### src/rtl/rca_pkg.sv
// Shared constants and skew-register offset helpers for the pipelined ripple-carry adder.
package rca_pkg;
  localparam logic OP_ADD    = 1'b0;
  localparam logic OP_SUB    = 1'b1;
  localparam int   DEF_WIDTH = 16;
  localparam int   DEF_CHUNK = 4;

  // Operand skew after stage k keeps the WIDTH-(k+1)*CHUNK bits not yet added;
  // all stages are packed into one flat vector, this gives stage k's base.
  function automatic int opnd_off(input int width, input int chunk, input int k);
    int o;
    o = 0;
    for (int j = 0; j < k; j++) o += width - (j + 1) * chunk;
    return o;
  endfunction

  // Sum skew after stage k holds (k+1)*CHUNK finished bits.
  function automatic int sum_off(input int chunk, input int k);
    return chunk * k * (k + 1) / 2;
  endfunction
endpackage

### src/rtl/rca_chunk.sv
// Combinational CHUNK-bit ripple adder; exposes the carry into its MSB for overflow.
module rca_chunk #(
  parameter int CHUNK = 4
) (
  input  logic [CHUNK-1:0] a,
  input  logic [CHUNK-1:0] b,
  input  logic             c_in,
  output logic [CHUNK-1:0] sum,
  output logic             c_out,
  output logic             msb_carry_in
);
  logic [CHUNK:0] c;

  always_comb begin
    c    = '0;
    sum  = '0;
    c[0] = c_in;
    for (int i = 0; i < CHUNK; i++) begin
      sum[i]   = a[i] ^ b[i] ^ c[i];
      c[i+1]   = (a[i] & b[i]) | (c[i] & (a[i] ^ b[i]));
    end
  end

  assign c_out        = c[CHUNK];
  assign msb_carry_in = c[CHUNK-1];
endmodule

### src/rtl/rca_pipe.sv
// Pipelined ripple-carry add/sub, one CHUNK per stage, skewed operands and sums.
// Define RCA_PIPE_OVF_EN to build the registered two's-complement overflow flag.
module rca_pipe
  import rca_pkg::*;
#(
  parameter int WIDTH = DEF_WIDTH,
  parameter int CHUNK = DEF_CHUNK
) (
  input  logic             clk,
  input  logic             rst_n,
  input  logic             in_valid,
  output logic             in_ready,
  input  logic [WIDTH-1:0] a,
  input  logic [WIDTH-1:0] b,
  input  logic             c_in,
  input  logic             op,
  output logic             out_valid,
  input  logic             out_ready,
  output logic [WIDTH-1:0] sum,
  output logic             c_out,
  output logic             ovf
);
  localparam int STAGES = WIDTH / CHUNK;
  localparam int OPW    = (STAGES > 1) ? opnd_off(WIDTH, CHUNK, STAGES - 1) : 1;
  localparam int SUMW   = sum_off(CHUNK, STAGES);

  logic [STAGES-1:0] vld_q, vld_d, vld_fwd;
  logic [STAGES-1:0] cy_q, cy_d, cy_fwd;
  logic [OPW-1:0]    a_sk_q, a_sk_d, a_fwd;
  logic [OPW-1:0]    b_sk_q, b_sk_d, b_fwd;
  logic [SUMW-1:0]   s_sk_q, s_sk_d, s_fwd;
  logic              adv, cin0;
  logic [WIDTH-1:0]  b_eff;

  assign adv      = !vld_q[STAGES-1] | out_ready;
  assign in_ready = adv;
  // SUB folds into ADD at the input: invert b and force the carry-in.
  assign b_eff    = (op == OP_SUB) ? ~b : b;
  assign cin0     = (op == OP_SUB) ? 1'b1 : c_in;

  if (STAGES == 1) begin : g_noskew
    assign a_fwd = '0;
    assign b_fwd = '0;
  end

  for (genvar k = 0; k < STAGES; k++) begin : g_stg
    localparam int AI  = (k > 0) ? opnd_off(WIDTH, CHUNK, k - 1) : 0;
    localparam int AO  = opnd_off(WIDTH, CHUNK, k);
    localparam int REM = WIDTH - (k + 1) * CHUNK;
    logic [CHUNK-1:0] ca, cb, cs;
    logic             ci, co, mci;

    if (k == 0) begin : g_first
      assign ca         = a[CHUNK-1:0];
      assign cb         = b_eff[CHUNK-1:0];
      assign ci         = cin0;
      assign vld_fwd[0] = in_valid;
      assign s_fwd[CHUNK-1:0] = cs;
    end else begin : g_next
      assign ca         = a_sk_q[AI +: CHUNK];
      assign cb         = b_sk_q[AI +: CHUNK];
      assign ci         = cy_q[k-1];
      assign vld_fwd[k] = vld_q[k-1];
      assign s_fwd[sum_off(CHUNK, k) +: (k+1)*CHUNK] =
        {cs, s_sk_q[sum_off(CHUNK, k-1) +: k*CHUNK]};
    end

    if (k < STAGES - 1) begin : g_skew
      if (k == 0) begin : g_skew_in
        assign a_fwd[0 +: REM] = a[CHUNK +: REM];
        assign b_fwd[0 +: REM] = b_eff[CHUNK +: REM];
      end else begin : g_skew_mid
        assign a_fwd[AO +: REM] = a_sk_q[AI + CHUNK +: REM];
        assign b_fwd[AO +: REM] = b_sk_q[AI + CHUNK +: REM];
      end
    end

    rca_chunk #(.CHUNK(CHUNK)) u_chunk (
      .a            (ca),
      .b            (cb),
      .c_in         (ci),
      .sum          (cs),
      .c_out        (co),
      .msb_carry_in (mci)
    );

    assign cy_fwd[k] = co;
  end

  // Bubbles advance like real slots; only a stalled output freezes the pipe.
  always_comb begin
    vld_d  = vld_q;
    cy_d   = cy_q;
    a_sk_d = a_sk_q;
    b_sk_d = b_sk_q;
    s_sk_d = s_sk_q;
    if (adv) begin
      vld_d  = vld_fwd;
      cy_d   = cy_fwd;
      a_sk_d = a_fwd;
      b_sk_d = b_fwd;
      s_sk_d = s_fwd;
    end
  end

  always_ff @(posedge clk or negedge rst_n) begin
    if (!rst_n) begin
      vld_q  <= '0;
      cy_q   <= '0;
      a_sk_q <= '0;
      b_sk_q <= '0;
      s_sk_q <= '0;
    end else begin
      vld_q  <= vld_d;
      cy_q   <= cy_d;
      a_sk_q <= a_sk_d;
      b_sk_q <= b_sk_d;
      s_sk_q <= s_sk_d;
    end
  end

  assign out_valid = vld_q[STAGES-1];
  assign sum       = s_sk_q[sum_off(CHUNK, STAGES-1) +: WIDTH];
  assign c_out     = cy_q[STAGES-1];

`ifdef RCA_PIPE_OVF_EN
  logic ovf_q, ovf_d, ovf_fwd;

  assign ovf_fwd = g_stg[STAGES-1].mci ^ g_stg[STAGES-1].co;

  always_comb begin
    ovf_d = ovf_q;
    if (adv) ovf_d = ovf_fwd;
  end

  always_ff @(posedge clk or negedge rst_n) begin
    if (!rst_n) ovf_q <= 1'b0;
    else        ovf_q <= ovf_d;
  end

  assign ovf = ovf_q;
`else
  assign ovf = 1'b0;
`endif
endmodule

### config.mk
export PLATFORM = sky130hd
export DESIGN_NAME = rca_pipe
export DESIGN_NICKNAME = d
export VERILOG_FILES = /design/src/rtl/rca_pkg.sv /design/src/rtl/rca_chunk.sv /design/src/rtl/rca_pipe.sv
export SDC_FILE = /design/constraint.sdc
export NUM_CORES = 1
export LEC_CHECK = 0
export ABC_AREA = 0
export CAP_MARGIN = 20
export CELL_PAD_IN_SITES_DETAIL_PLACEMENT = 1
export CELL_PAD_IN_SITES_GLOBAL_PLACEMENT = 1
export CORE_UTILIZATION = 40
export CTS_BUF_LIST = sky130_fd_sc_hd__clkbuf_4
export DETAILED_ROUTE_END_ITERATION = 6
export GPL_ROUTABILITY_DRIVEN = 0
export PLACE_DENSITY_LB_ADDON = 0.15
export SYNTH_ARGS = -nofsm -noshare
export SYNTH_HDL_FRONTEND = slang
export SYNTH_SLANG_ARGS = --single-unit
export TNS_END_PERCENT = 20
### constraint.sdc
create_clock -name clk -period 2.5 [get_ports clk]
set_input_delay 0.5 -clock clk [delete_from_list [all_inputs] [get_ports clk]]
set_output_delay 0.5 -clock clk [all_outputs]
set_load 0.01 [all_outputs]
==> results_dict.tcl, run 1 <==
set metrics [dict create \
    status "finished clean" \
    start_util_pct 42.0 \
    core_sq_um 10500 \
    io_pins 58 \
    track_usage_pct 14.4 \
    final_common_cell "dfrtp_1" \
    busiest_layer "met2" \
    hpwl_um 5120 \
    rsz0062_at_grt "false" \
    grt-ovfl-total 0 \
    syn_avg_cell_area_sq_um 14.8 \
    worstHoldPathType "in -> async" \
    die_area_sq_um 11400 \
    port_buffers 56 \
    grt_max_degree 97 \
    grt_pass1_vias 2425 \
    ys_top_cells_by_area "dfrtp_1, mux2_2, fa_1" \
    clk_latency_ns 0.44 \
    row_count 37 \
    routed_wirelength_um 7360 \
    grt_util_met2_pct 21.6 \
    max_slew_margin_pct 63.6 \
    worst_ep_arrival_time_ns 2.71 \
    max-clock-path-buffers 2 \
    use_met1_pct 20.4 \
    fmax_ghz 0.424 \
    hold_viol 0 \
    cts_tree "done" \
    drv_cap 0 \
    vdd_drop_max_mv 0.411 \
    routed_via_density 4.68 \
    area_growth_pct 16.9 \
    p_leak_nw 2.22 \
    clock-skew-final_ns 0.0254 \
    syn_inst 296 \
    setup_viol 0 \
    reg2reg_depth 8 \
    drt-pass1-iter-count 4 \
    cts_buffers 9 \
    wire_per_inst_um 15.4 \
    cts_max_level 3 \
    syn_nets 350 \
    nets 391 \
    synth_seq_cells 96 \
    synth_top_cell_by_area "dfrtp_1" \
    vias 2244 \
    drt-initial-drc-count 43 \
    min_period_ns 2.36 \
    period_share_pct 94.3 \
    netlist.area_leader.share_pct 54.7 \
    die_x_um 107 \
    netlist_area_sq_um 4390 \
    ff2ff_setup_slack_ns 0.22 \
    required_ns 2.85 \
    cts.sink_count 96 \
    use_met3_pct 3.71 \
    antenna_left 0 \
    grt_pass1_wl_um 12300 \
    fin_area_sq_um 5130 \
    cts_root_buf "clkbuf_4" \
    worstSetupEndpointType "flip-flop" \
    dpl-instance-area_sq_um 4970 \
    worst_slew_pin_slew_ns 0.545 \
    remaining_drc_errors 0 \
    antenna_found_initial 1 \
    fp.dieH_um 107 \
    timing.rr.start "a_sk_q[0]$_DFFE_PN0P_" \
    worstSetupPathType "in -> reg" \
    synth.distinct_cells 19 \
    layout.cells.most_common_list "dfrtp_1, mux2_2, clkdlybuf4s50_1" \
    worst-path-max-fanout 3 \
    startpoint_type "input pin" \
    drive_gt1_share_pct 34.8 \
    power_w 0.00586 \
    yosysWarnings 0 \
    timing.rr.end "s_sk_q[11]$_DFFE_PN0P_" \
    slew_viol_final 0 \
    clk_pin_slew_worst_paths_ns 0.16 \
    pwr_density_cell_nw_per_um2 1140 \
    synth_seq_area_share_pct 54.7 \
]
-- worst max-delay path, cell delays in order --
cell,delay (ns)
dlygate4sd2_1,0.33
xnor2_4,0.17
fa_2,0.39
inv_2,0.06
fa_2,0.17
inv_1,0.05
fa_2,0.33
inv_2,0.06
fa_1,0.37
mux2_4,0.26
-- metal layers --
metal  up-vias  share of wire, %
met5         -                 0
met4         0               1.2
met3         8               3.4
met2        38                46
met1      1154                49
li1       1044                 -
-- kinds of logic after synthesis --
kind of cell / Yosys count / synth area share, %
XOR/XNOR: 16 / 3.19
adder cells (fa/ha/maj): 16 / 7.30
multiplexers: 84 / 22.7
other: 1 / 0.0854
buffers and inverters: 58 / 7.55
AO/OA/AOI/OAI: 11 / 2.02
AND/OR/NAND/NOR: 14 / 2.42
flip-flops: 96 / 54.7
-- how the worst max path moves through the flow --
stage,start,to
2_1_floorplan,op,s_sk_q[3]$_DFFE_PN0P_
3_3_place_gp,op,s_sk_q[3]$_DFFE_PN0P_
3_5_place_dp,op,s_sk_q[3]$_DFFE_PN0P_
4_1_cts,op,s_sk_q[3]$_DFFE_PN0P_
5_1_grt,op,s_sk_q[3]$_DFFE_PN0P_
6_report,op,s_sk_q[3]$_DFFE_PN0P_
-- stage by stage --
stage               worst slack (ns)  util [%]  TNS, ns  std cells  hold WS [ns]
finish                         0.142      49.0        0        479         0.497
global route                  0.0879      49.0        0        479         0.501
CTS                            0.164      49.0        0        478         0.495
detailed placement            -0.641      47.5    -1.47        461         0.461
global placement              -0.565      47.5    -1.18        461         0.460
floorplan                     -0.161         -   -0.177        296         0.204
-- cell type report --
| cell class | count | area (sq um) |
|---|---|---|
| fill | 1054 | 5330 |
| antenna | 1 | 2.50 |
| sequential | 96 | 2400 |
| clock buffer | 10 | 75.1 |
| timing repair buffer | 62 | 632 |
| inverter | 26 | 97.6 |
| clock inverter | 6 | 68.8 |
| tap | 136 | 170 |
| multi-input combinational | 142 | 1680 |
-- timing repair --
action,4_1_cts,5_1_grt
setup endpoints to repair,2,0
resized for setup,3,0
endpoints found under the hold margin,28,0
hold buffers,1,0
buffers inserted,0,0
-- registers in the layout, indices dropped and copies added (netlist names) --
name and cells:
b_sk_q 24, a_sk_q 24, vld_q 4, s_sk_q 40, cy_q 4
-- cells in the mapped netlist --
library cell / count
xor2_1: 12
fa_1: 16
xnor2_1: 4
dfrtp_1: 96
buf_4: 18
a21oi_1: 2
mux2i_1: 2
buf_2: 7
nand2b_4: 1
nor3b_1: 11
mux2_2: 68
buf_6: 5
inv_1: 26
nor2_1: 1
mux2_4: 14
conb_1: 1
clkbuf_1: 2
a21oi_2: 9
nand2b_1: 1
-- report_power, final --
part           total (W)  switching, W  internal [W]
combinational    0.00235      0.000942       0.00141
clock           0.000849      0.000528      0.000322
sequential       0.00266      0.000414       0.00224
(Power assumes the default switching activity.)
==> inputs of run 2 (changes only) <==
==> constraint.sdc (replaced) <==
create_clock -name clk -period 2.5 [get_ports clk]
set_input_delay 0.375 -clock clk [delete_from_list [all_inputs] [get_ports clk]]
set_output_delay 0.375 -clock clk [all_outputs]
set_load 0.01 [all_outputs]
==> run 2 against run 1 <==
Against the previous run: count of clock-buffer cells in the layout did not move; via count fell by 0.31%; hold slack got worse by 0.036 ns; total power fell by 0.61%; utilization rose by 0.19 points; global-route usage fell by 0.12 points; first-iteration DRC count rose by 14%; wire length fell by 3.1%; sequential cell count did not move; critical endpoint unchanged; largest cell class unchanged.
==> results_dict.tcl, run 2 (synthesis results as in run 1) <==
set metrics [dict create \
    drt-initial-drc-count 49 \
    fp.dieH_um 107 \
    n_antenna_cell 0 \
    clk_latency_ns 0.43 \
    fill_cells 1074 \
    max-clock-path-buffers 2 \
    antenna_found_initial 1 \
    worst_slew_pin_slew_ns 0.571 \
    final_cells 480 \
    fin_area_sq_um 5150 \
    clock-skew-final_ns 0.0145 \
    worstSetupEndpointType "flip-flop" \
    hold_viol 0 \
    largest_reg_flops 40 \
    met2_length_um 3310 \
    status "finished clean" \
    grt_pass1_vias 2379 \
    die_x_um 107 \
    worst_ep_arrival_time_ns 2.76 \
    required_ns 2.82 \
    cts_tree "done" \
    grt-ovfl-total 0 \
    clk_pin_slew_worst_paths_ns 0.14 \
    min_period_ns 2.44 \
    worst-path-max-fanout 1 \
    largest_register "s_sk_q" \
    start_util_pct 42.0 \
    row_count 37 \
    io_pins 58 \
    dpl-instance-area_sq_um 4990 \
    post-place-ws_ns -0.485 \
    cts_buffers 9 \
    worstHoldPathType "in -> async" \
    drt-pass1-iter-count 4 \
    routed-wl-met3_um 269 \
    top_layer "met5" \
    die_area_sq_um 11400 \
    timing.rr.start "a_sk_q[0]$_DFFE_PN0P_" \
    cts_max_level 3 \
    p_leak_nw 2.24 \
    drive_gt1_share_pct 35.5 \
    port_buffers 56 \
    drv_cap 0 \
    wl_met1_um 3480 \
    worstSetupPathType "in -> reg" \
    nets 393 \
    post-cts-setup-buffers 0 \
    track_usage_pct 14.3 \
    hpwl_um 5080 \
    reg2reg_depth 8 \
    setup-tns-final_ns 0 \
    cts_root_buf "clkbuf_4" \
    slew_viol_final 0 \
    fmax_ghz 0.411 \
    area_growth_pct 17.3 \
    routed_wirelength_um 7130 \
    pwr_density_cell_nw_per_um2 1130 \
    timing.rr.end "s_sk_q[11]$_DFFE_PN0P_" \
    vdd_drop_max_mv 0.375 \
    startpoint_type "input pin" \
    reg_top3 "s_sk_q (40), a_sk_q (24), b_sk_q (24)" \
    core_sq_um 10500 \
    vias 2237 \
    wire_per_inst_um 14.9 \
    worst_slack_ns 0.0644 \
    grt_max_degree 49 \
    final_common_cell "dfrtp_1" \
    layout.cells.most_common_list "dfrtp_1, mux2_2, clkdlybuf4s50_1" \
    ff2ff_setup_slack_ns 0.31 \
    antenna_left 0 \
    routed_via_density 4.66 \
    remaining_drc_errors 0 \
    utilization_pct 49.2 \
    rsz0062_at_grt "false" \
    max_slew_margin_pct 62.0 \
    setup_viol 0 \
    dp.cells 463 \
    grt_pass1_wl_um 12200 \
    cts.sink_count 96 \
    period_share_pct 97.4 \
]
==> run 2: changes by cell type in the layout (fill, tap and decap cells not counted) <==
| cell | before | now |
|---|---|---|
| inv_8 | 1 | 0 |
| buf_4 | 3 | 5 |
| dlymetal6s2s_1 | 0 | 1 |
| clkinv_1 | 1 | 0 |
| buf_6 | 1 | 0 |
| dlygate4sd2_1 | 2 | 0 |
| inv_6 | 0 | 1 |
| clkdlybuf4s50_1 | 53 | 54 |
| diode_2 | 1 | 0 |
| clkinv_2 | 0 | 1 |
| buf_8 | 0 | 1 |
==> run 2: how the worst max path moves through the flow <==
stage / cells after the start / start / to
2_1_floorplan: 11 / op / s_sk_q[3]$_DFFE_PN0P_
3_3_place_gp: 9 / op / s_sk_q[3]$_DFFE_PN0P_
3_5_place_dp: 9 / op / s_sk_q[3]$_DFFE_PN0P_
4_1_cts: 9 / op / s_sk_q[3]$_DFFE_PN0P_
5_1_grt: 10 / b[0] / s_sk_q[3]$_DFFE_PN0P_
6_report: 10 / b[0] / s_sk_q[3]$_DFFE_PN0P_
==> run 2: layout make-up <==
| type | instances | area (sq um) | area share (%) |
|---|---|---|---|
| repair buffers | 64 | 656 | 12.7 |
| well taps | 136 | 170 | 3.30 |
| multi-input cells | 142 | 1680 | 32.7 |
| flip-flops and latches | 96 | 2400 | 46.6 |
| clock buffers | 10 | 75.1 | 1.46 |
| clock inverters | 6 | 67.6 | 1.31 |
| inverters | 26 | 97.6 | 1.90 |
==> run 2: metrics by stage <==
stage          hold WS [ns]  total power, W
2_1_floorplan        0.0794         0.00439
3_3_place_gp          0.411         0.00500
3_5_place_dp          0.418         0.00509
4_1_cts               0.433         0.00594
5_1_grt               0.447         0.00629
6_report              0.462         0.00582
==> run 2: per-layer routing <==
metal	track usage [%]	up-vias
met3	4.38	6
li1	-	1042
met5	0	-
met2	20.7	44
met1	20.3	1143
met4	4.70	2
==> run 2: timing repair <==
action                     in CTS  in global routing
hold endpoints to repair       40                  0
gates resized for setup         0                  3
setup endpoints to repair       0                  1
hold buffers                    1                  0
==> run 2: report_power, final <==
group / internal, W / total (W) / switching [W]
combinational: 0.00142 / 0.00234 / 0.000924
clock: 0.000320 / 0.000823 / 0.000503
sequential: 0.00225 / 0.00266 / 0.000414
==> run 2: worst max-delay path, stage by stage <==
cell and delay, ns:
clkdlybuf4s50_1 0.49, xnor2_4 0.18, fa_2 0.40, inv_2 0.06, fa_2 0.17, inv_1 0.05
fa_2 0.33, inv_2 0.06, fa_1 0.38, mux2_4 0.26
